==> src/rtl/cpu_pkg.sv <==
// Shared definitions for the lab CPU instruction issuer: opcode/op constants,
// instruction field positions and the issuer state encoding.
package cpu_pkg;

  localparam logic [2:0] OPC_MOV = 3'b110;
  localparam logic [2:0] OPC_ALU = 3'b101;

  localparam logic [1:0] OP_MOVI = 2'b10;
  localparam logic [1:0] OP_MOVR = 2'b00;
  localparam logic [1:0] OP_ADD  = 2'b00;
  localparam logic [1:0] OP_CMP  = 2'b01;
  localparam logic [1:0] OP_AND  = 2'b10;
  localparam logic [1:0] OP_MVN  = 2'b11;

  // LSB positions of each field inside the 16-bit instruction word
  localparam int OPC_LSB   = 13;
  localparam int OP_LSB    = 11;
  localparam int RN_LSB    = 8;
  localparam int RD_LSB    = 5;
  localparam int SHIFT_LSB = 3;
  localparam int RM_LSB    = 0;
  localparam int IMM8_LSB  = 0;

  typedef enum logic [2:0] {
    ST_IDLE  = 3'd0,
    ST_LOAD  = 3'd1,
    ST_START = 3'd2,
    ST_DROP  = 3'd3,
    ST_DONE  = 3'd4,
    ST_RESP  = 3'd5
  } issuer_state_e;

endpackage

==> src/rtl/instr_encoder.sv <==
// Combinational fields-to-word encoder for the lab CPU instruction format.
// MOV Rn,#imm8 packs imm8 into the low byte; MOV Rd,Rm forces the Rn field to 0.
import cpu_pkg::*;

module instr_encoder (
  input  logic [2:0]  opcode_i,
  input  logic [1:0]  op_i,
  input  logic [2:0]  rn_i,
  input  logic [2:0]  rd_i,
  input  logic [1:0]  shift_i,
  input  logic [2:0]  rm_i,
  input  logic [7:0]  imm8_i,
  output logic [15:0] word_o
);

  always_comb begin
    word_o = '0;
    word_o[OPC_LSB +: 3] = opcode_i;
    word_o[OP_LSB +: 2]  = op_i;
    if (opcode_i == OPC_MOV && op_i == OP_MOVI) begin
      word_o[RN_LSB +: 3]   = rn_i;
      word_o[IMM8_LSB +: 8] = imm8_i;
    end else begin
      if (!(opcode_i == OPC_MOV && op_i == OP_MOVR)) begin
        word_o[RN_LSB +: 3] = rn_i;
      end
      word_o[RD_LSB +: 3]    = rd_i;
      word_o[SHIFT_LSB +: 2] = shift_i;
      word_o[RM_LSB +: 3]    = rm_i;
    end
  end

endmodule

==> src/rtl/cpu_instr_issuer.sv <==
// Issues one encoded instruction to the lab CPU via load/start and returns the result.
// Optional busy-phase timeout is built when CPU_ISSUER_TIMEOUT_EN is defined.
import cpu_pkg::*;

module cpu_instr_issuer #(
  parameter int TIMEOUT = 64
) (
  input  logic        clk,
  input  logic        reset,
  input  logic        cmd_valid,
  output logic        cmd_ready,
  input  logic [2:0]  cmd_opcode,
  input  logic [1:0]  cmd_op,
  input  logic [2:0]  cmd_rn,
  input  logic [2:0]  cmd_rd,
  input  logic [1:0]  cmd_shift,
  input  logic [2:0]  cmd_rm,
  input  logic [7:0]  cmd_imm8,
  output logic [15:0] cpu_in,
  output logic        cpu_load,
  output logic        cpu_s,
  input  logic        cpu_w,
  input  logic [15:0] cpu_out,
  input  logic        cpu_N,
  input  logic        cpu_V,
  input  logic        cpu_Z,
  output logic        rsp_valid,
  input  logic        rsp_ready,
  output logic [15:0] rsp_word,
  output logic [15:0] rsp_out,
  output logic [2:0]  rsp_nvz,
  output logic        rsp_err
);

  issuer_state_e state_q, state_d;
  logic [15:0]   word_q, word_d;
  logic [15:0]   out_q, out_d;
  logic [2:0]    nvz_q, nvz_d;
  logic          err_q, err_d;
  logic [15:0]   enc_word;
  logic          timeout_hit;

  instr_encoder u_enc (
    .opcode_i (cmd_opcode),
    .op_i     (cmd_op),
    .rn_i     (cmd_rn),
    .rd_i     (cmd_rd),
    .shift_i  (cmd_shift),
    .rm_i     (cmd_rm),
    .imm8_i   (cmd_imm8),
    .word_o   (enc_word)
  );

`ifdef CPU_ISSUER_TIMEOUT_EN
  localparam int CNT_W = $clog2(TIMEOUT + 1);
  logic [CNT_W-1:0] cnt_q, cnt_d;

  // Counts cycles spent in DROP and DONE; cleared while entering DROP from START
  always_comb begin
    cnt_d       = cnt_q;
    timeout_hit = 1'b0;
    if (state_q == ST_START) begin
      cnt_d = '0;
    end else if (state_q == ST_DROP || state_q == ST_DONE) begin
      cnt_d       = cnt_q + 1'b1;
      timeout_hit = (cnt_d == CNT_W'(TIMEOUT));
    end
  end

  always_ff @(posedge clk) begin
    if (reset) cnt_q <= '0;
    else       cnt_q <= cnt_d;
  end
`else
  logic [31:0] timeout_unused;
  assign timeout_unused = TIMEOUT;
  assign timeout_hit    = 1'b0;
`endif

  always_comb begin
    state_d = state_q;
    word_d  = word_q;
    out_d   = out_q;
    nvz_d   = nvz_q;
    err_d   = err_q;
    unique case (state_q)
      ST_IDLE: begin
        if (cmd_valid) begin
          word_d  = enc_word;
          state_d = ST_LOAD;
        end
      end
      ST_LOAD:  if (cpu_w) state_d = ST_START;
      ST_START: state_d = ST_DROP;
      ST_DROP: begin
        if (!cpu_w) begin
          state_d = ST_DONE;
        end else if (timeout_hit) begin
          out_d   = '0;
          nvz_d   = '0;
          err_d   = 1'b1;
          state_d = ST_RESP;
        end
      end
      ST_DONE: begin
        // A real completion on the final allowed cycle wins over the timeout
        if (cpu_w) begin
          out_d   = cpu_out;
          nvz_d   = {cpu_N, cpu_V, cpu_Z};
          err_d   = 1'b0;
          state_d = ST_RESP;
        end else if (timeout_hit) begin
          out_d   = '0;
          nvz_d   = '0;
          err_d   = 1'b1;
          state_d = ST_RESP;
        end
      end
      ST_RESP:  if (rsp_ready) state_d = ST_IDLE;
      default:  state_d = ST_IDLE;
    endcase
  end

  always_ff @(posedge clk) begin
    if (reset) begin
      state_q <= ST_IDLE;
      word_q  <= '0;
      out_q   <= '0;
      nvz_q   <= '0;
      err_q   <= 1'b0;
    end else begin
      state_q <= state_d;
      word_q  <= word_d;
      out_q   <= out_d;
      nvz_q   <= nvz_d;
      err_q   <= err_d;
    end
  end

  assign cmd_ready = (state_q == ST_IDLE);
  assign cpu_load  = (state_q == ST_LOAD) && cpu_w;
  assign cpu_s     = (state_q == ST_START);
  assign cpu_in    = word_q;
  assign rsp_valid = (state_q == ST_RESP);
  assign rsp_word  = word_q;
  assign rsp_out   = out_q;
  assign rsp_nvz   = nvz_q;
  assign rsp_err   = err_q;

endmodule
==> config.mk <==
export PLATFORM = sky130hd
export DESIGN_NAME = cpu_instr_issuer
export DESIGN_NICKNAME = d
export VERILOG_FILES = /design/src/rtl/cpu_pkg.sv /design/src/rtl/instr_encoder.sv /design/src/rtl/cpu_instr_issuer.sv
export SDC_FILE = /design/constraint.sdc
export NUM_CORES = 1
export LEC_CHECK = 0
export ABC_CLOCK_PERIOD_IN_PS = 3300
export BUFFER_PORTS_ARGS = -buffer_cell sky130_fd_sc_hd__buf_2
export CORE_MARGIN = 3
export CORE_UTILIZATION = 45
export CTS_CLUSTER_SIZE = 12
export DETAILED_ROUTE_END_ITERATION = 7
export GPL_ROUTABILITY_DRIVEN = 0
export PLACE_DENSITY = 0.83
export SLEW_MARGIN = 10
export SYNTH_ARGS = -nofsm -noshare
export SYNTH_HDL_FRONTEND = slang
export SYNTH_SLANG_ARGS = --single-unit
==> constraint.sdc <==
create_clock -name clk -period 3.3 [get_ports clk]
set_input_delay 0.165 -clock clk [delete_from_list [all_inputs] [get_ports clk]]
set_output_delay 0.165 -clock clk [all_outputs]
set_load 0.05 [all_outputs]
==> qor.txt, run 1 <==
CP peak stage delay - 1040 ps
Clock buffer depth - 2
N_diodes - 0
Syn_area_per_cell - 8.14 um^2
Multi-input gate area in the final layout - 759 um^2
Cts repair resizes - 0
Cell area after synthesis - 0.00173 mm^2
Root buf cell - clkbuf_8
Post-route ant nets - 0
DR vias - 1674
CTS tree - done
Crit Reg-Reg Startpoint - state_q[2]$_SDFFE_PP0P_
Global-route wire length before repair - 6.34 mm
CP startpoint - state_q[2]$_SDFFE_PP0P_
RSZ-0062 raised after global routing - false
Pwr/cell area - 531 mW/mm^2
Die width - 68.1 um
LEAKAGE - 1.02 nW
Worst-margin pin slew - 1150 ps
Hold bufs inserted after CTS - 0
CP Class - flip-flop to flip-flop
Hold Crit Class - primary input to flip-flop
Max frequency - 506 MHz
Largest net degree at the start of global routing - 39
Drt pass-1 iters - 4
Final Instance Area - 0.00221 mm^2
Min Clock Period, post-route - 1970 ps
Critical hold path startpoint - cpu_V
Vias in the first global route - 1477
TritonCTS buffer count - 5
Share of layout cells above drive strength 1 - 40.3%
Final setup viols - 0
I/O pins - 104
Max-slew violations - 0
R2R depth - 3
Worst Path Required - 3500 ps
Overall routing resource usage - 18.1%
Worst setup path end - cpu_in[6]$_SDFFE_PP0P_
Grt ovf - 0
Post-synthesis instance total - 213
H-tree levels - 2
R2R Setup Slk - 1330 ps
Flops & latches, synth - 38
Post-DP HPWL - 3.04 mm
Die H - 68.1 um
Clock sinks - 38
Clock transition at path regs - 70 ps
Clk_lat worst skew - 280 ps
Top-area cell type share of the netlist area - 43.9%
Yosys warns - 0
VDD IR max - 0.000293 V
Hold Vio Cnt, Final - 0
Wire per inst - 12.2 um
Setup repair bufs after CTS - 0
Logic depth of the worst path, buffers included - 3
Critical path arrival - 2170 ps
Routed WL - 4.09 mm
Status - finished, final reports clean
Clk_skew - 7.98 ps
Fill count - 334
Max FO, Critical Path - 24
Final std cells w/o fill - 334
Total of max-cap violations - 0
Startpoint types - flip-flop
Net count after synthesis - 261
Reg-to-Reg End - cpu_in[6]$_SDFFE_PP0P_
Largest area contributor in the netlist - dfxtp_1
Area Growth Syn to Fin - 27.4%
# nets final - 336
Async set-or-reset flop fraction in the synthesized netlist - 0%
CP delay by family, top - simple AND/OR/NAND/NOR gates
Crit end category - flip-flop
Area contributors post-synth - dfxtp_1 44%, nand2_1 11%, buf_4 8.2%
Seq/Total Area, Yosys - 43.9%
Area of placed instances - 0.00210 mm^2
Crit path buf inv count - 0
Initial Util - 49.2%
Die area - 0.00463 mm^2
Initial antenna violation count - 0
Relative slew slack - 23.1%
Fin Setup TNS - 0 ps
Slowest cell on the critical path - nor4b_4
Port-buffer cells - 102
Cells along the critical path - nor4b_4, nor2_1, a311oi_2
Fin crit share - 59.8%
Placed Cells - 327
DRC - 0
Register area - 761 um^2
EDFF count, synth - 0
Core Area - 0.00352 mm^2
Count of unique library cells instantiated by Yosys - 28
Row cnt - 21
DRT iter0 DRCs - 81
Vias per inst - 5.01
Top FF cell, synth - dfxtp_1
-- synth_stat cells (all sizes together), types with 3 or more instances --
library cell / count
a21oi: 27
a311oi: 8
buf: 25
clkbuf: 9
dfxtp: 38
nand2: 53
nand3: 8
nor2: 11
nor4bb: 3
o211ai: 3
o21ai: 10
-- placed cells by master, fill, tap and decap left out, drive strengths merged --
| cell | count |
|---|---|
| a211oi | 2 |
| a21oi | 27 |
| a2bb2oi | 1 |
| a311oi | 8 |
| and2 | 2 |
| buf | 102 |
| bufinv | 1 |
| clkbuf | 6 |
| conb | 1 |
| dfxtp | 38 |
| inv | 2 |
| nand2 | 53 |
| nand2b | 1 |
| nand3 | 8 |
| nand4bb | 2 |
| nor2 | 11 |
| nor2b | 2 |
| nor3 | 2 |
| nor4b | 1 |
| nor4bb | 3 |
| o211ai | 3 |
| o21ai | 10 |
| or2 | 1 |
| or4b | 1 |
-- routing by layer --
layer	GRT usage, %	share of wire (%)	vias up
met5	0	0	-
met4	5.21	1.1	0
met3	6.57	11	5
met2	30.9	46	88
met1	21.1	42	730
li1	-	-	851
-- worst min path at each step --
stage | to | slack [ps] | cells after the start
2_1_floorplan | rsp_nvz[0]$_SDFFE_PP0P_ | 300 | 2
3_3_place_gp | rsp_out[8]$_SDFFE_PP0P_ | 410 | 3
3_5_place_dp | rsp_nvz[1]$_SDFFE_PP0P_ | 410 | 3
4_1_cts | rsp_nvz[1]$_SDFFE_PP0P_ | 110 | 3
5_1_grt | rsp_out[1]$_SDFFE_PP0P_ | 110 | 3
6_report | rsp_nvz[1]$_SDFFE_PP0P_ | 120 | 3
-- state kept, by name (all words and copies together), names as in the netlist --
register,count
cpu_in,16
state_q,3
rsp_nvz,3
rsp_out,16
-- tightest hold or removal path, stage by stage --
cell     delay, ps
buf_2           90
nand2_1         40
a21oi_1         50
-- where the power goes --
part           switching, W  internal (W)  total, W
logic              0.000209     0.0000754  0.000284
clock network      0.000146      0.000242  0.000387
registers         0.0000208      0.000480  0.000501
-- final cells by class --
class | instances | share of cell area, %
Sequential cell | 38 | 34.4
Multi-Input combinational cell | 139 | 34.4
Timing Repair Buffer | 102 | 23.1
Clock buffer | 6 | 3.74
Tap cell | 46 | 2.61
Clock inverter | 1 | 1.36
Inverter | 2 | 0.340
-- logic make-up after synthesis --
| family | synth area share [%] |
|---|---|
| simple gates | 23.9 |
| compound gates | 18.8 |
| flops | 43.9 |
| buf+inv | 13.1 |
| other cells | 0.216 |
-- stage by stage --
stage | setup slack, ps | utilization [%] | total power (W) | hold slack [ps]
3_3_place_gp | 1410 | 59.5 | 0.000793 | 407
5_1_grt | 1070 | 62.7 | 0.00122 | 115
4_1_cts | 1320 | 62.7 | 0.00118 | 112
3_5_place_dp | 1310 | 59.5 | 0.000796 | 412
6_report | 1330 | 62.7 | 0.00117 | 119
2_1_floorplan | 1510 | - | 0.000746 | 301
(Power assumes the default switching activity.)
==> run 2: changes to the inputs <==
--- a/config.mk
+++ b/config.mk
@@ -5,14 +5,15 @@
 export SDC_FILE = /design/constraint.sdc
 export NUM_CORES = 1
 export LEC_CHECK = 0
-export ABC_CLOCK_PERIOD_IN_PS = 3300
+export ABC_AREA = 1
+export ABC_CLOCK_PERIOD_IN_PS = 1690
 export BUFFER_PORTS_ARGS = -buffer_cell sky130_fd_sc_hd__buf_2
 export CORE_MARGIN = 3
-export CORE_UTILIZATION = 45
+export CORE_UTILIZATION = 39
 export CTS_CLUSTER_SIZE = 12
 export DETAILED_ROUTE_END_ITERATION = 7
 export GPL_ROUTABILITY_DRIVEN = 0
-export PLACE_DENSITY = 0.83
+export PLACE_DENSITY = 0.75
 export SLEW_MARGIN = 10
 export SYNTH_ARGS = -nofsm -noshare
 export SYNTH_HDL_FRONTEND = slang
==> constraint.sdc (replaced) <==
create_clock -name clk -period 1.69 [get_ports clk]
set_input_delay 0.0845 -clock clk [delete_from_list [all_inputs] [get_ports clk]]
set_output_delay 0.0845 -clock clk [all_outputs]
set_load 0.05 [all_outputs]
==> qor.txt, run 2 <==
Post-DP HPWL - 3.09 mm (was 3.04 mm)
N_diodes - 0 (unchanged)
Seq/Total Area, Yosys - 41.4% (was 43.9%)
CTS tree - done (unchanged)
GR Util met1 - 18.1% (was 21.1%)
Drt pass-1 iters - 4 (unchanged)
Reg-to-Reg End - cpu_in[8]$_SDFFE_PP0P_ (was cpu_in[6]$_SDFFE_PP0P_)
Clock transition at path regs - 80 ps (was 70 ps)
H-tree levels - 2 (unchanged)
Core Area - 0.00444 mm^2 (was 0.00352 mm^2)
Total of max-cap violations - 0 (unchanged)
Crit Reg-Reg Startpoint - state_q[0]$_SDFFE_PP0P_ (was state_q[2]$_SDFFE_PP0P_)
Busiest grt layer - met2 (unchanged)
Clock buffer depth - 2 (unchanged)
Row cnt - 24 (was 21)
Cell area after synthesis - 0.00184 mm^2 (was 0.00173 mm^2)
Root buf cell - clkbuf_8 (unchanged)
Final setup viols - 0 (unchanged)
Fin crit share - 84.1% (was 59.8%)
VDD IR max - 0.00107 V (was 0.000293 V)
Count of unique library cells instantiated by Yosys - 25 (was 28)
Global-route wire length before repair - 6.44 mm (was 6.34 mm)
Startpoint types - flip-flop (unchanged)
Routed WL - 4.15 mm (was 4.09 mm)
DRT iter0 DRCs - 60 (was 81)
Max FO, Critical Path - 22 (was 24)
Port-buffer cells - 102 (unchanged)
Grt met2 use - 24.2% (was 30.9%)
Initial Util - 41.4% (was 49.2%)
R2R Setup Slk - 270 ps (was 1330 ps)
TritonCTS buffer count - 5 (unchanged)
Post-synthesis instance total - 250 (was 213)
Overall routing resource usage - 14.7% (was 18.1%)
Area contributors post-synth - dfxtp_1 41%, inv_1 8.4%, nand2_1 7.3% (was dfxtp_1 44%, nand2_1 11%, buf_4 8.2%)
Hold Crit Class - primary input to flip-flop (unchanged)
Post-route ant nets - 0 (unchanged)
Largest area contributor in the netlist - dfxtp_1 (unchanged)
Wire per inst - 10.7 um (was 12.2 um)
Hold bufs inserted after CTS - 0 (unchanged)
Fill count - 454 (was 334)
Max-slew violations - 0 (unchanged)
Final design utilization - 52.0% (was 62.7%)
Grt ovf - 0 (unchanged)
Clock sinks - 38 (unchanged)
EDFF count, synth - 0 (unchanged)
Status - finished, final reports clean (unchanged)
Commonest cells post-synth - 41 x inv_1, 38 x dfxtp_1, 36 x nand2_1 (was 53 x nand2_1, 38 x dfxtp_1, 27 x a21oi_1)
Worst Hold End - cpu_in[9]$_SDFFE_PP0P_ (was rsp_nvz[1]$_SDFFE_PP0P_)
Worst Path Required - 1870 ps (was 3500 ps)
Max frequency - 703 MHz (was 506 MHz)
Die area - 0.00558 mm^2 (was 0.00463 mm^2)
Critical path arrival - 1610 ps (was 2170 ps)
M3 GR Usage - 5.34% (was 6.57%)
Vias per inst - 4.51 (was 5.01)
DRC - 0 (unchanged)
I/O pins - 104 (unchanged)
Setup repair bufs after CTS - 0 (unchanged)
R2R depth - 6 (was 3)
Crit end category - flip-flop (unchanged)
Share of layout cells above drive strength 1 - 36.1% (was 40.3%)
Net count after synthesis - 298 (was 261)
Register area - 761 um^2 (unchanged)
Yosys warns - 0 (unchanged)
Async set-or-reset flop fraction in the synthesized netlist - 0% (unchanged)
Clk_lat worst skew - 280 ps (about the same)
Hold Vio Cnt, Final - 0 (unchanged)
DR vias - 1744 (was 1674)
Multi-input gate area in the final layout - 701 um^2 (was 759 um^2)
Fin Setup TNS - 0 ps (unchanged)
RSZ-0062 raised after global routing - false (unchanged)
Die H - 74.7 um (was 68.1 um)
Most frequent cells in the layout - 102 x buf_2, 41 x inv_1, 38 x dfxtp_1 (was 102 x buf_2, 53 x nand2_1, 38 x dfxtp_1)
Top FF cell, synth - dfxtp_1 (unchanged)
Min Clock Period, post-route - 1420 ps (was 1970 ps)
Vias in the first global route - 1459 (was 1477)
Cts repair resizes - 0 (unchanged)
Initial antenna violation count - 0 (unchanged)
Largest net degree at the start of global routing - 39 (unchanged)
WHS Path Cells - 3 (unchanged)
Syn_area_per_cell - 7.36 um^2 (was 8.14 um^2)
Flops & latches, synth - 38 (unchanged)
Die width - 74.7 um (was 68.1 um)
Clk_skew - 2.10 ps (was 7.98 ps)
Commonest non-fill, non-tap cell in the layout - buf_2 (unchanged)
Critical hold path startpoint - cmd_rn[1] (was cpu_V)
# nets final - 382 (was 336)
Most common cell in the synthesized netlist - inv_1 (was nand2_1)
Pwr/cell area - 1920 mW/mm^2 (was 531 mW/mm^2)
CP Class - flip-flop to flip-flop (unchanged)
LEAKAGE - 1.28 nW (was 1.02 nW)
Top-area cell type share of the netlist area - 41.4% (was 43.9%)
Area Growth Syn to Fin - 25.7% (was 27.4%)
-- run 2: worst max-delay path by stage --
| stage | from | end | slack [ps] | cells after the start |
|---|---|---|---|---|
| 6_report | state_q[0]$_SDFFE_PP0P_ | cpu_in[8]$_SDFFE_PP0P_ | 270 | 6 |
| 3_3_place_gp | state_q[0]$_SDFFE_PP0P_ | cpu_in[8]$_SDFFE_PP0P_ | 310 | 6 |
| 4_1_cts | state_q[0]$_SDFFE_PP0P_ | cpu_in[8]$_SDFFE_PP0P_ | 270 | 6 |
| 5_1_grt | state_q[0]$_SDFFE_PP0P_ | cpu_in[8]$_SDFFE_PP0P_ | 120 | 6 |
| 3_5_place_dp | state_q[0]$_SDFFE_PP0P_ | cpu_in[8]$_SDFFE_PP0P_ | 280 | 6 |
| 2_1_floorplan | state_q[2]$_SDFFE_PP0P_ | cpu_load | 400 | 3 |
-- run 2: metal layers --
metal / wire length, um / vias up
li1: - / 926
met1: 1840 / 734
met2: 1880 / 77
met3: 377 / 7
met4: 49 / 0
met5: 0 / -
-- run 2: final cells by class --
type	instances	area share, %
Sequential cell	38	32.9
Multi-Input combinational cell	142	30.3
Timing Repair Buffer	105	23.1
Inverter	42	6.82
Clock buffer	6	3.57
Tap cell	52	2.81
Clock inverter	2	0.541
-- run 2: report_power, final --
part / internal (W) / switching [W]
clock network: 0.000328 / 0.000321
logic: 0.000576 / 0.00191
registers: 0.00113 / 0.000176
total: 0.00203 / 0.00240
-- run 2: kinds of logic (layout without fill, tap and decap cells) --
group                  Yosys count  in the layout  synth area share [%]
and+or+nand+nor                 79             79                  19.4
buffers and inverters           70            155                  20.5
AOI/OAI and AO/OA               62             62                  18.5
DFF                             38             38                  41.4
other                            1              1                 0.204
-- run 2: metrics by stage --
step | std cells | instance area [um^2] | power (W) | hold WS, ps | setup WS [ps]
finish | 387 | 2310 | 0.00444 | 32.5 | 268
global route | 387 | 2310 | 0.00472 | 24.7 | 121
CTS | 387 | 2310 | 0.00448 | 20.0 | 266
detailed placement | 379 | 2220 | 0.00382 | 321 | 280
global placement | 379 | 2220 | 0.00379 | 325 | 305
floorplan | 250 | 1840 | 0.00353 | 219 | 395
-- run 2: critical path, stage by stage, from the launching register on --
cell	delay (ps)
dfxtp_1	390
nor2_4	170
nand2_4	90
nor2_8	260
inv_1	200
a21oi_1	160
nor2_1	50
==> run 3: changes to the inputs <==
--- a/config.mk
+++ b/config.mk
@@ -5,15 +5,15 @@
 export SDC_FILE = /design/constraint.sdc
 export NUM_CORES = 1
 export LEC_CHECK = 0
-export ABC_AREA = 1
-export ABC_CLOCK_PERIOD_IN_PS = 1690
+export ABC_AREA = 0
+export ABC_CLOCK_PERIOD_IN_PS = 1200
 export BUFFER_PORTS_ARGS = -buffer_cell sky130_fd_sc_hd__buf_2
 export CORE_MARGIN = 3
 export CORE_UTILIZATION = 39
 export CTS_CLUSTER_SIZE = 12
 export DETAILED_ROUTE_END_ITERATION = 7
 export GPL_ROUTABILITY_DRIVEN = 0
-export PLACE_DENSITY = 0.75
+export PLACE_DENSITY = 0.76
 export SLEW_MARGIN = 10
 export SYNTH_ARGS = -nofsm -noshare
 export SYNTH_HDL_FRONTEND = slang
==> constraint.sdc (replaced) <==
create_clock -name clk -period 1.2 [get_ports clk]
set_input_delay 0.06 -clock clk [delete_from_list [all_inputs] [get_ports clk]]
set_output_delay 0.06 -clock clk [all_outputs]
set_load 0.05 [all_outputs]
==> qor.txt, run 3 (synthesized netlist as in run 1, its figures left out) <==
Vias in the first global route - 1536 (was 1459)
Setup ws final - -191 ps (was 268 ps)
Tightest hold margin - 19.9 ps (was 32.5 ps)
Wire per inst - 13.4 um (was 10.7 um)
# nets final - 355 (was 382)
Die H - 72.7 um (was 74.7 um)
N_diodes - 0 (unchanged)
CP Class - flip-flop to flip-flop (unchanged)
Total of max-cap violations - 0 (unchanged)
RSZ-0062 raised after global routing - true (was false)
Initial Util - 41.8% (was 41.4%)
Critical path arrival - 1580 ps (was 1610 ps)
Startpoint types - flip-flop (unchanged)
Vias per inst - 4.98 (was 4.51)
Clock sinks - 38 (unchanged)
Largest net degree at the start of global routing - 25 (was 39)
Crit end category - flip-flop (unchanged)
Overall routing resource usage - 16.0% (was 14.7%)
DR vias - 1779 (was 1744)
Worst Path Required - 1390 ps (was 1870 ps)
Post-route ant nets - 0 (unchanged)
I/O pins - 104 (unchanged)
CP peak stage delay - 330 ps (was 390 ps)
Routed WL - 4.77 mm (was 4.15 mm)
Max-slew violations - 0 (unchanged)
Port-buffer cells - 102 (unchanged)
Clock buffer depth - 2 (unchanged)
Most frequent cells in the layout - 98 x buf_2, 47 x nand2_1, 35 x dfxtp_1 (was 102 x buf_2, 41 x inv_1, 38 x dfxtp_1)
Worst-margin pin slew - 522 ps
Final design utilization - 63.0% (was 52.0%)
Relative slew slack - 65.2%
Max frequency - 719 MHz (was 703 MHz)
Crit path buf inv count - 3 (was 1)
DRT iter0 DRCs - 33 (was 60)
Drt pass-1 iters - 4 (unchanged)
CTS tree - done (unchanged)
Final std cells w/o fill - 357 (was 387)
Grt ovf - 0 (unchanged)
VDD IR max - 0.000731 V (was 0.00107 V)
Initial antenna violation count - 0 (unchanged)
Clk_skew - 6.48 ps (was 2.10 ps)
Die width - 72.7 um (was 74.7 um)
Min Clock Period, post-route - 1390 ps (was 1420 ps)
Failing checks - setup timing
Hold bufs inserted after CTS - 0 (unchanged)
Fin crit share - 116% (was 84.1%)
LEAKAGE - 1.18 nW (was 1.28 nW)
Hold Crit Class - primary input to flip-flop (unchanged)
Hold Vio Cnt, Final - 0 (unchanged)
TritonCTS buffer count - 5 (unchanged)
CP delay by family, top - buffers and inverters (was simple AND/OR/NAND/NOR gates)
Max FO, Critical Path - 6 (was 22)
Share of layout cells above drive strength 1 - 52.4% (was 36.1%)
Slowest cell on the critical path - dfxtp_2 (was dfxtp_1)
Status - complete, but fails checks (was finished, final reports clean)
Row cnt - 23 (was 24)
Die area - 0.00528 mm^2 (was 0.00558 mm^2)
Final setup viols - 39 (was 0)
Post-DP HPWL - 3.30 mm (was 3.09 mm)
Fill count - 375 (was 454)
Root buf cell - clkbuf_8 (unchanged)
H-tree levels - 2 (unchanged)
Clk_lat worst skew - 270 ps (was 280 ps)
Core Area - 0.00414 mm^2 (was 0.00444 mm^2)
Global-route wire length before repair - 6.78 mm (was 6.44 mm)
Placed Cells - 343 (was 379)
Area Growth Syn to Fin - 50.5% (was 25.7%)
Clock transition at path regs - 70 ps (was 80 ps)
Cells along the critical path - buf_6, nor4b_4, buf_4, clkbuf_16, nor2_2, a311oi_2 (was nor2_4, nand2_4, nor2_8, inv_1, a21oi_1, nor2_1)
Commonest non-fill, non-tap cell in the layout - buf_2 (unchanged)
DRC - 0 (unchanged)
Pwr/cell area - 1210 mW/mm^2 (was 1920 mW/mm^2)
[run 3: path summary, 6_finish.rpt]
kind,startpoint,end,slack [ps],cells after the start
worst min register to register,rsp_out[15]$_SDFFE_PP0P_,rsp_out[15]$_SDFFE_PP0P_,450,2
worst min-delay path,cpu_out[5],rsp_out[5]$_SDFFE_PP0P_,20,3
worst max register to register,state_q[2]$_SDFFE_PP0P_,cpu_in[4]$_SDFFE_PP0P_,-190,6
worst max-delay path,state_q[2]$_SDFFE_PP0P_,cpu_in[4]$_SDFFE_PP0P_,-190,6
[run 3: area by class of cell]
cell class                 instances  area [um^2]  share of cell area (%)
tap                               50         62.6                    2.40
timing repair buffer             121          802                    30.7
clock buffer                       7         76.3                    2.93
inverter                           2         7.51                   0.288
sequential                        38          767                    29.4
multi-input combinational        139          893                    34.2
[run 3: routing by layer]
layer / routed length [um] / track usage, % / share of wire (%)
met5: 0 / 0 / 0
met4: 48 / 4.92 / 1.0
met3: 267 / 2.75 / 5.6
met2: 2620 / 29.6 / 55
met1: 1840 / 18.7 / 38
[run 3: through the flow]
| stage | power (W) | cell area, um^2 | worst slack (ps) | setup TNS [ps] |
|---|---|---|---|---|
| global route | 0.00330 | 2610 | -240 | -5610 |
| finish | 0.00316 | 2610 | -191 | -3160 |
| floorplan | 0.00208 | 1780 | -136 | -1780 |
| detailed placement | 0.00224 | 2260 | -154 | -2270 |
| global placement | 0.00223 | 2260 | -131 | -1460 |
| CTS | 0.00306 | 2400 | -130 | -2420 |
[run 3: where the power goes]
part,total [W],internal (W),switching [W],leakage [nW]
sequential,0.00137,0.00132,0.0000490,0.311
clock,0.000779,0.000399,0.000380,0.0383
combinational,0.00101,0.000352,0.000658,0.832
total,0.00316,0.00207,0.00109,1.18
[run 3: what timing repair did]
| action | in CTS | in global routing |
|---|---|---|
| endpoints found under the setup margin | 36 | 40 |
| pin swaps | 0 | 16 |
| resized for setup | 21 | 30 |
| buffers inserted | 1 | 3 |
| cloned | 0 | 3 |
[run 3: worst reg2reg max path, cell delays in order, from the launching register on]
cell and delay, ps:
dfxtp_2 330, buf_6 110, nor4b_4 280, buf_4 210, clkbuf_16 150, nor2_2 40
a311oi_2 170
